--- src/rtl/jtdsp16_rom_seq_pkg.sv ---
// Shared types and defaults for the DSP16 ROM program sequencer.
package jtdsp16_rom_seq_pkg;

  localparam int NI_W_DEF = 4;
  localparam int K_W_DEF  = 7;

  typedef enum logic [0:0] {
    ST_RUN = 1'b0,
    ST_TBL = 1'b1
  } seq_st_e;

  // Address of the instruction following a DO: first word of the loop body.
  function automatic logic [15:0] next_addr(input logic [15:0] a);
    return a + 16'd1;
  endfunction

endpackage

--- src/rtl/jtdsp16_rom_seq_if.sv ---
// Decoder/IRQ request bus in, AAU strobe bus out, for the ROM sequencer.
interface jtdsp16_rom_seq_if
  import jtdsp16_rom_seq_pkg::*;
#(
  parameter int NI_W = NI_W_DEF,
  parameter int K_W  = K_W_DEF
);
  logic [15:0]     pc;
  logic            dec_gosub;
  logic            dec_ret;
  logic            dec_reti;
  logic            dec_tbl_rd;
  logic            dec_posti;
  logic            dec_do;
  logic [NI_W-1:0] do_ni;
  logic [K_W-1:0]  do_k;
  logic            irq_en;
  logic            ext_req;
  logic            int_req;

  logic            gosub;
  logic            ret;
  logic            reti;
  logic            shadow;
  logic            posti;
  logic            ext_irq;
  logic            int_irq;
  logic            pc_hold;
  logic            loop_back;
  logic [15:0]     loop_start;
  logic            rom_sel;
  logic            loop_act;
  logic            irq_busy;
  logic            seq_err;

  modport master (
    output pc, dec_gosub, dec_ret, dec_reti, dec_tbl_rd, dec_posti, dec_do,
           do_ni, do_k, irq_en, ext_req, int_req,
    input  gosub, ret, reti, shadow, posti, ext_irq, int_irq, pc_hold,
           loop_back, loop_start, rom_sel, loop_act, irq_busy, seq_err
  );

  modport slave (
    input  pc, dec_gosub, dec_ret, dec_reti, dec_tbl_rd, dec_posti, dec_do,
           do_ni, do_k, irq_en, ext_req, int_req,
    output gosub, ret, reti, shadow, posti, ext_irq, int_irq, pc_hold,
           loop_back, loop_start, rom_sel, loop_act, irq_busy, seq_err
  );
endinterface

--- src/rtl/jtdsp16_rom_seq_do_ctrl.sv ---
// Hardware "do N,K" loop: body start address, instruction and iteration counters.
module jtdsp16_rom_seq_do_ctrl
  import jtdsp16_rom_seq_pkg::*;
#(
  parameter int NI_W = NI_W_DEF,
  parameter int K_W  = K_W_DEF
) (
  input  logic            clk,
  input  logic            rst,
  input  logic            start,
  input  logic            step,
  input  logic            hold_back,
  input  logic [NI_W-1:0] do_ni,
  input  logic [K_W-1:0]  do_k,
  input  logic [15:0]     pc,
  output logic            loop_back,
  output logic            loop_act,
  output logic [15:0]     loop_start
);

  logic [NI_W-1:0] ni_cnt_q, ni_cnt_d;
  logic [NI_W-1:0] ni_len_q, ni_len_d;
  logic [K_W-1:0]  k_cnt_q, k_cnt_d;
  logic            act_q, act_d;
  logic [15:0]     start_q, start_d;
  logic            last_s;
  logic            back_s;

  // Next-state for the loop counters; the last body instruction either wraps or exits.
  always_comb begin
    ni_cnt_d = ni_cnt_q;
    ni_len_d = ni_len_q;
    k_cnt_d  = k_cnt_q;
    act_d    = act_q;
    start_d  = start_q;
    back_s   = 1'b0;
    last_s   = act_q & (ni_cnt_q == (ni_len_q - NI_W'(1)));
    if (start) begin
      start_d  = next_addr(pc);
      ni_len_d = do_ni;
      k_cnt_d  = do_k;
      ni_cnt_d = {NI_W{1'b0}};
      act_d    = 1'b1;
    end else if (step && act_q) begin
      if (last_s) begin
        ni_cnt_d = {NI_W{1'b0}};
        if (k_cnt_q > K_W'(1)) begin
          back_s  = 1'b1;
          k_cnt_d = k_cnt_q - K_W'(1);
        end else begin
          act_d = 1'b0;
        end
      end else begin
        ni_cnt_d = ni_cnt_q + NI_W'(1);
      end
    end else begin
      act_d = act_q;
    end
  end

  // Loop state registers.
  always_ff @(posedge clk) begin
    if (rst) begin
      ni_cnt_q <= {NI_W{1'b0}};
      ni_len_q <= {NI_W{1'b0}};
      k_cnt_q  <= {K_W{1'b0}};
      act_q    <= 1'b0;
      start_q  <= 16'd0;
    end else begin
      ni_cnt_q <= ni_cnt_d;
      ni_len_q <= ni_len_d;
      k_cnt_q  <= k_cnt_d;
      act_q    <= act_d;
      start_q  <= start_d;
    end
  end

  // The counters still advance when a higher-priority pc load takes the cycle.
  assign loop_back  = back_s & ~hold_back;
  assign loop_act   = act_q;
  assign loop_start = start_q;

endmodule

--- src/rtl/jtdsp16_rom_seq.sv ---
// Program sequencer: RUN/TBL ROM sharing, interrupt accept, AAU strobes, DO loop.
module jtdsp16_rom_seq
  import jtdsp16_rom_seq_pkg::*;
#(
  parameter int NI_W = NI_W_DEF,
  parameter int K_W  = K_W_DEF
) (
  input  logic              clk,
  input  logic              rst,
  input  logic              cen,
  jtdsp16_rom_seq_if.slave  bus
);

  seq_st_e     state_q, state_d;
  logic        irq_busy_q, irq_busy_d;
  logic        seq_err_q, seq_err_d;

  logic        run_s, tbl_s, live_s, instr_done_s;
  logic        any_req_s, accept_s;
  logic        ext_s, int_s, gosub_s, ret_s, reti_s, posti_s;
  logic        do_start_s, hold_back_s;
  logic        loop_back_s, loop_act_s;
  logic [15:0] loop_start_s;

  // Request decode, interrupt accept and strobe priority.
  always_comb begin
    run_s        = (state_q == ST_RUN);
    tbl_s        = (state_q == ST_TBL);
    live_s       = cen & ~rst;
    instr_done_s = cen & ((run_s & ~bus.dec_tbl_rd) | tbl_s);
    any_req_s    = bus.dec_gosub | bus.dec_ret | bus.dec_reti | bus.dec_tbl_rd | bus.dec_do;
    accept_s     = live_s & run_s & bus.irq_en & ~irq_busy_q & ~loop_act_s & ~any_req_s;
    ext_s        = accept_s & bus.ext_req;
    int_s        = accept_s & ~bus.ext_req & bus.int_req;
    gosub_s      = live_s & run_s & bus.dec_gosub;
    ret_s        = live_s & run_s & bus.dec_ret & ~bus.dec_gosub;
    reti_s       = live_s & run_s & bus.dec_reti & ~bus.dec_gosub & ~bus.dec_ret;
    posti_s      = live_s & tbl_s & bus.dec_posti;
    hold_back_s  = ext_s | int_s | gosub_s | ret_s | reti_s;
    do_start_s   = instr_done_s & ~rst & bus.dec_do & ~loop_act_s &
                   (bus.do_ni != {NI_W{1'b0}}) & (bus.do_k != {K_W{1'b0}});
  end

  // Next-state for the RUN/TBL FSM and the interrupt/error flags.
  always_comb begin
    state_d    = state_q;
    irq_busy_d = irq_busy_q;
    case (state_q)
      ST_RUN:  state_d = (cen && bus.dec_tbl_rd) ? ST_TBL : ST_RUN;
      ST_TBL:  state_d = cen ? ST_RUN : ST_TBL;
      default: state_d = ST_RUN;
    endcase
    if (ext_s || int_s) begin
      irq_busy_d = 1'b1;
    end else if (reti_s) begin
      irq_busy_d = 1'b0;
    end else begin
      irq_busy_d = irq_busy_q;
    end
    seq_err_d = seq_err_q |
                (loop_act_s & (gosub_s | ret_s | (instr_done_s & bus.dec_do)));
  end

  // Sequencer state registers; reset wins over cen.
  always_ff @(posedge clk) begin
    if (rst) begin
      state_q    <= ST_RUN;
      irq_busy_q <= 1'b0;
      seq_err_q  <= 1'b0;
    end else if (cen) begin
      state_q    <= state_d;
      irq_busy_q <= irq_busy_d;
      seq_err_q  <= seq_err_d;
    end else begin
      state_q    <= state_q;
      irq_busy_q <= irq_busy_q;
      seq_err_q  <= seq_err_q;
    end
  end

  jtdsp16_rom_seq_do_ctrl #(
    .NI_W (NI_W),
    .K_W  (K_W)
  ) u_do_ctrl (
    .clk        (clk),
    .rst        (rst),
    .start      (do_start_s),
    .step       (instr_done_s),
    .hold_back  (hold_back_s),
    .do_ni      (bus.do_ni),
    .do_k       (bus.do_k),
    .pc         (bus.pc),
    .loop_back  (loop_back_s),
    .loop_act   (loop_act_s),
    .loop_start (loop_start_s)
  );

  // Every output reads zero during a reset cycle, whatever state was left behind.
  assign bus.gosub      = gosub_s;
  assign bus.ret        = ret_s;
  assign bus.reti       = reti_s;
  assign bus.ext_irq    = ext_s;
  assign bus.int_irq    = int_s;
  assign bus.shadow     = ext_s | int_s;
  assign bus.posti      = posti_s;
  assign bus.pc_hold    = tbl_s & ~rst;
  assign bus.rom_sel    = tbl_s & ~rst;
  assign bus.loop_back  = loop_back_s & ~rst;
  assign bus.loop_act   = loop_act_s & ~rst;
  assign bus.loop_start = rst ? 16'd0 : loop_start_s;
  assign bus.irq_busy   = irq_busy_q & ~rst;
  assign bus.seq_err    = seq_err_q & ~rst;

endmodule

--- src/flat_wrapper.sv ---
// flat-port wrapper written by rule: the top's interface ports become plain ports
module jtdsp16_rom_seq_flat import jtdsp16_rom_seq_pkg::*;
#(
  parameter int NI_W = NI_W_DEF,
  parameter int K_W  = K_W_DEF
)
  (clk, rst, cen, bus_pc, bus_dec_gosub, bus_dec_ret, bus_dec_reti, bus_dec_tbl_rd, bus_dec_posti, bus_dec_do, bus_do_ni, bus_do_k, bus_irq_en, bus_ext_req, bus_int_req, bus_gosub, bus_ret, bus_reti, bus_shadow, bus_posti, bus_ext_irq, bus_int_irq, bus_pc_hold, bus_loop_back, bus_loop_start, bus_rom_sel, bus_loop_act, bus_irq_busy, bus_seq_err);
  jtdsp16_rom_seq_if #(.NI_W(NI_W), .K_W(K_W)) bus_i ();
  input  logic clk;
  input  logic rst;
  input  logic cen;
  input wire logic [$bits(bus_i.pc)-1:0] bus_pc;
  input wire logic [$bits(bus_i.dec_gosub)-1:0] bus_dec_gosub;
  input wire logic [$bits(bus_i.dec_ret)-1:0] bus_dec_ret;
  input wire logic [$bits(bus_i.dec_reti)-1:0] bus_dec_reti;
  input wire logic [$bits(bus_i.dec_tbl_rd)-1:0] bus_dec_tbl_rd;
  input wire logic [$bits(bus_i.dec_posti)-1:0] bus_dec_posti;
  input wire logic [$bits(bus_i.dec_do)-1:0] bus_dec_do;
  input wire logic [$bits(bus_i.do_ni)-1:0] bus_do_ni;
  input wire logic [$bits(bus_i.do_k)-1:0] bus_do_k;
  input wire logic [$bits(bus_i.irq_en)-1:0] bus_irq_en;
  input wire logic [$bits(bus_i.ext_req)-1:0] bus_ext_req;
  input wire logic [$bits(bus_i.int_req)-1:0] bus_int_req;
  output wire logic [$bits(bus_i.gosub)-1:0] bus_gosub;
  output wire logic [$bits(bus_i.ret)-1:0] bus_ret;
  output wire logic [$bits(bus_i.reti)-1:0] bus_reti;
  output wire logic [$bits(bus_i.shadow)-1:0] bus_shadow;
  output wire logic [$bits(bus_i.posti)-1:0] bus_posti;
  output wire logic [$bits(bus_i.ext_irq)-1:0] bus_ext_irq;
  output wire logic [$bits(bus_i.int_irq)-1:0] bus_int_irq;
  output wire logic [$bits(bus_i.pc_hold)-1:0] bus_pc_hold;
  output wire logic [$bits(bus_i.loop_back)-1:0] bus_loop_back;
  output wire logic [$bits(bus_i.loop_start)-1:0] bus_loop_start;
  output wire logic [$bits(bus_i.rom_sel)-1:0] bus_rom_sel;
  output wire logic [$bits(bus_i.loop_act)-1:0] bus_loop_act;
  output wire logic [$bits(bus_i.irq_busy)-1:0] bus_irq_busy;
  output wire logic [$bits(bus_i.seq_err)-1:0] bus_seq_err;
  assign bus_i.pc = bus_pc;
  assign bus_i.dec_gosub = bus_dec_gosub;
  assign bus_i.dec_ret = bus_dec_ret;
  assign bus_i.dec_reti = bus_dec_reti;
  assign bus_i.dec_tbl_rd = bus_dec_tbl_rd;
  assign bus_i.dec_posti = bus_dec_posti;
  assign bus_i.dec_do = bus_dec_do;
  assign bus_i.do_ni = bus_do_ni;
  assign bus_i.do_k = bus_do_k;
  assign bus_i.irq_en = bus_irq_en;
  assign bus_i.ext_req = bus_ext_req;
  assign bus_i.int_req = bus_int_req;
  assign bus_gosub = bus_i.gosub;
  assign bus_ret = bus_i.ret;
  assign bus_reti = bus_i.reti;
  assign bus_shadow = bus_i.shadow;
  assign bus_posti = bus_i.posti;
  assign bus_ext_irq = bus_i.ext_irq;
  assign bus_int_irq = bus_i.int_irq;
  assign bus_pc_hold = bus_i.pc_hold;
  assign bus_loop_back = bus_i.loop_back;
  assign bus_loop_start = bus_i.loop_start;
  assign bus_rom_sel = bus_i.rom_sel;
  assign bus_loop_act = bus_i.loop_act;
  assign bus_irq_busy = bus_i.irq_busy;
  assign bus_seq_err = bus_i.seq_err;
  jtdsp16_rom_seq #(.NI_W(NI_W), .K_W(K_W)) u_core (.clk(clk), .rst(rst), .cen(cen), .bus(bus_i));
endmodule
--- config.mk ---
export PLATFORM = sky130hd
export DESIGN_NAME = jtdsp16_rom_seq_flat
export DESIGN_NICKNAME = d
export VERILOG_FILES = /design/src/rtl/jtdsp16_rom_seq_pkg.sv /design/src/rtl/jtdsp16_rom_seq_if.sv /design/src/rtl/jtdsp16_rom_seq_do_ctrl.sv /design/src/rtl/jtdsp16_rom_seq.sv /design/src/flat_wrapper.sv
export SDC_FILE = /design/constraint.sdc
export NUM_CORES = 1
export LEC_CHECK = 0
export ABC_CLOCK_PERIOD_IN_PS = 7150
export CAP_MARGIN = 10
export CORE_MARGIN = 1.5
export CORE_UTILIZATION = 50
export CTS_BUF_LIST = sky130_fd_sc_hd__clkbuf_8 sky130_fd_sc_hd__clkbuf_16
export DETAILED_ROUTE_END_ITERATION = 12
export PLACE_DENSITY = 0.86
export SLEW_MARGIN = 15
export SYNTH_ARGS = -nofsm -noshare
export SYNTH_HDL_FRONTEND = slang
export SYNTH_SLANG_ARGS = --single-unit
--- constraint.sdc ---
create_clock -name clk -period 7.15 [get_ports clk]
set_input_delay 1.7875 -clock clk [delete_from_list [all_inputs] [get_ports clk]]
set_output_delay 1.7875 -clock clk [all_outputs]
set_load 0.005 [all_outputs]
==> flow_metrics.env <==
export IMPL_hold_path_startpoint="u_core.u_do_ctrl.ni_len_q[1]"
export IMPL_grt_setup_unrepaired="false"
export IMPL_hold_class="register to register"
export IMPL_met2_length_um=2390
export IMPL_leakagePower_nw=1.04
export IMPL_wl_met1_um=2110
export IMPL_fin_crit_ns=6.12
export IMPL_synth_compound_area_share_pct=10.2
export IMPL_cts_tree="yes"
export IMPL_drc=0
export IMPL_fin_area_mm2=0.00287
export IMPL_setup_tns_ns=0
export IMPL_tightest_slew_ns=0.764
export IMPL_setup_violations=0
export IMPL_whs_ns=0.479
export IMPL_syn_nets=294
export IMPL_ys_ff_latch=35
export IMPL_critPathCapture="bus_loop_back"
export IMPL_via_count=1924
export IMPL_maxCapViolCount=0
export IMPL_syn_inst=250
export IMPL_root_buffer="clkbuf_8"
export IMPL_viasPerCell=5.27
export IMPL_drt_iter0_drc=68
export IMPL_p_int_w=0.000349
export IMPL_synth_cell_area_mm2=0.00209
export IMPL_r2r_start="u_core.u_do_ctrl.ni_len_q[0]"
export IMPL_power_density_mw_per_mm2=161
export IMPL_synth_seq_area_share_pct=33.5
export IMPL_synthAdderAreaFrac_pct=2.99
export IMPL_num_fill_cells=313
export IMPL_area_growth_pct=37.2
export IMPL_die_h_um=67.7
export IMPL_criticalPathCategory="input pin to output port"
export IMPL_layout_drive_gt1_share_pct=7.62
export IMPL_startpoint="bus_do_k[2]"
export IMPL_p_seq_share_pct=45.0
export IMPL_relSlewSlack_pct=49.1
export IMPL_critical_path_arrival_ns=4.33
export IMPL_grt_total_usage_pct=22.3
export IMPL_clkLatencyLatePin_ns=0.29
export IMPL_io_buffers=67
export IMPL_drv_slew=0
export IMPL_fp_dieArea_mm2=0.00458
export IMPL_synth_xor_area_share_pct=10.9
export IMPL_grt_max_degree=34
export IMPL_diodes=0
export IMPL_vdd_drop_max_mv=0.119
export IMPL_reg2reg_slack_ns=4.86
export IMPL_nets=359
export IMPL_initial_utilization_pct=52.3
export IMPL_critPathMaxFanout=16
export IMPL_route_met3_wl_um=233
export IMPL_grt_overflow=0
export IMPL_fp_coreArea_mm2=0.00400
export IMPL_ys_warn_count=0
export IMPL_clock_sinks=35
export IMPL_p_switching_w=0.000112
export IMPL_crit_required_ns=5.36
export IMPL_r2r_end="u_core.u_do_ctrl.k_cnt_q[3]"
export IMPL_finalCritPeriodShare_pct=85.6
export IMPL_ys_types=47
export IMPL_postCtsResizedCells=0
export IMPL_cp_start_kind="input pin"
export IMPL_final_common_cell="clkdlybuf4s50_1"
export IMPL_dpl_hpwl_um=3660
export IMPL_cts_reportedPaths_clkPinSlew_ns=0.06
export IMPL_synth_top_family_by_area="simple AND/OR/NAND/NOR gates"
export IMPL_hold_buffers=0
export IMPL_postCtsSetupRepairBufs=0
export IMPL_routed_wl_um=4790
export IMPL_synth_simple_gate_area_share_pct=33.1
export IMPL_top_layer_used="met4"
export IMPL_antenna_found_initial=0
export IMPL_status="completed"
export IMPL_combPwrFrac_pct=17.8
export IMPL_final_antenna_net_count=0
export IMPL_p_sw_share_pct=24.3
export IMPL_reg2reg_depth=8
export IMPL_layout_common_cells="clkdlybuf4s50_1 (67), dfxtp_1 (35), nand2_1 (33), nor2_1 (24), nor2b_1 (19)"
export IMPL_clock_fmax_mhz=163
export IMPL_grt_pass1_wl_um=7640
export IMPL_syn_mean_instance_area_um2=8.36
export IMPL_ios=68
export IMPL_place_congestion=0.743
export IMPL_die_x_um=67.7
export IMPL_power_share_clock_pct=37.2
export IMPL_rows=23
export IMPL_cts_buffers=5
export IMPL_finalHoldViolCount=0
export IMPL_grt_pass1_vias=1792
export IMPL_muxShareOfSynthArea_pct=4.37
export IMPL_clk_path_buf_depth=2
export IMPL_first_pass_iters=6
export IMPL_avgRoutedWirePerCell_um=13.1
export IMPL_end_kind="output port"
export IMPL_placed_area_mm2=0.00276
export IMPL_htree_num_levels=2
export IMPL_finClkSkew_ns=0.00760
[cell type report]
type,instances,area [um2],area share [%]
clock buffer,5,68.8,2.40
timing repair buffer,69,686,23.9
multi-input combinational,197,1290,44.9
sequential,35,701,24.4
clock inverter,2,37.5,1.31
inverter,7,26.3,0.916
tap,50,62.6,2.18
[worst min path at each step]
stage                                              end  slack [ns]  cells past startpoint
after floorplan           u_core.u_do_ctrl.ni_len_q[3]        0.45                      2
after global placement    u_core.u_do_ctrl.ni_len_q[3]        0.47                      2
after detailed placement  u_core.u_do_ctrl.ni_len_q[3]        0.47                      2
after CTS                 u_core.u_do_ctrl.ni_len_q[3]        0.48                      2
after global routing      u_core.u_do_ctrl.ni_len_q[3]        0.50                      2
final                     u_core.u_do_ctrl.ni_len_q[1]        0.48                      2
[kinds of logic after synthesis]
logic type | after synthesis
and+or+nand+nor | 126
DFF | 35
AOI/OAI and AO/OA | 33
xor gates and xnor gates | 26
buffers and inverters | 18
muxes | 7
adders and majority gates | 5
[stage by stage]
stage | std cells | setup slack, ns | total power, W | utilization [%]
after floorplan | 250 | 2.19 | 0.000254 | -
after global placement | 358 | 1.07 | 0.000292 | 69.0
after detailed placement | 358 | 1.02 | 0.000294 | 69.0
after CTS | 365 | 1.01 | 0.000465 | 71.7
after global routing | 365 | 0.902 | 0.000481 | 71.7
final | 365 | 1.03 | 0.000462 | 71.7
[sequential cells by signal (all words and copies together) (netlist names)]
name	flops
u_core.irq_busy_q	1
u_core.seq_err_q	1
u_core.state_q	1
u_core.u_do_ctrl.k_cnt_q	7
u_core.u_do_ctrl.loop_act	1
u_core.u_do_ctrl.loop_start	16
u_core.u_do_ctrl.ni_cnt_q	4
u_core.u_do_ctrl.ni_len_q	4
[worst max-delay path, cell delays in order]
cell and delay (ns):
clkdlybuf4s50_1 0.42, or4_4 0.55, nor4_4 0.23, or4_1 0.17
buf_4 0.24, nand2b_2 0.11, nor4_2 0.25, clkdlybuf4s50_1 0.57
[power by group through the flow]
stage | logic [W] | clock network, W | registers [W]
after global routing | 0.0000898 | 0.000182 | 0.000209
final | 0.0000822 | 0.000172 | 0.000208
after detailed placement | 0.0000821 | 0 | 0.000212
after global placement | 0.0000804 | 0 | 0.000212
after floorplan | 0.0000436 | 0 | 0.000211
after CTS | 0.0000827 | 0.000175 | 0.000208
[synthesized netlist by cell type (all sizes together)]
| cell | number | share of area, % |
|---|---|---|
| mux2i | 2 | 0.96 |
| or3b | 1 | 0.42 |
| ha | 5 | 3.0 |
| nand2 | 33 | 5.9 |
| nor3 | 7 | 1.7 |
| o221ai | 1 | 0.72 |
| dfxtp | 35 | 34 |
| or4 | 2 | 0.90 |
| nor4 | 7 | 3.8 |
| nor2b | 19 | 5.7 |
| nand3 | 11 | 2.6 |
| inv | 7 | 1.3 |
| clkbuf | 2 | 0.36 |
| nor2 | 25 | 5.3 |
| and2 | 2 | 0.60 |
| nand4 | 3 | 0.90 |
| o21ai | 14 | 3.4 |
| or3 | 2 | 0.60 |
| and4 | 1 | 0.42 |
| a211oi | 3 | 1.3 |
| o32ai | 1 | 0.42 |
| buf | 9 | 3.4 |
| o41ai | 1 | 0.42 |
| o22ai | 1 | 0.30 |
| xnor2 | 15 | 6.3 |
| a2bb2oi | 1 | 0.42 |
| a21o | 1 | 0.36 |
| a31o | 1 | 0.42 |
| nor3b | 4 | 1.4 |
| a21oi | 7 | 1.7 |
| a311oi | 1 | 0.42 |
| o21bai | 1 | 0.36 |
| and3 | 6 | 1.8 |
| mux2 | 5 | 3.4 |
| nand2b | 3 | 1.0 |
| xor2 | 11 | 4.6 |
[metal layers]
metal  up-vias  track usage (%)
met3         8             5.17
met4         0             8.42
met5         -                0
li1        991                -
met2        40             39.8
met1       885             25.7
Power figures use the tool's default switching activity.
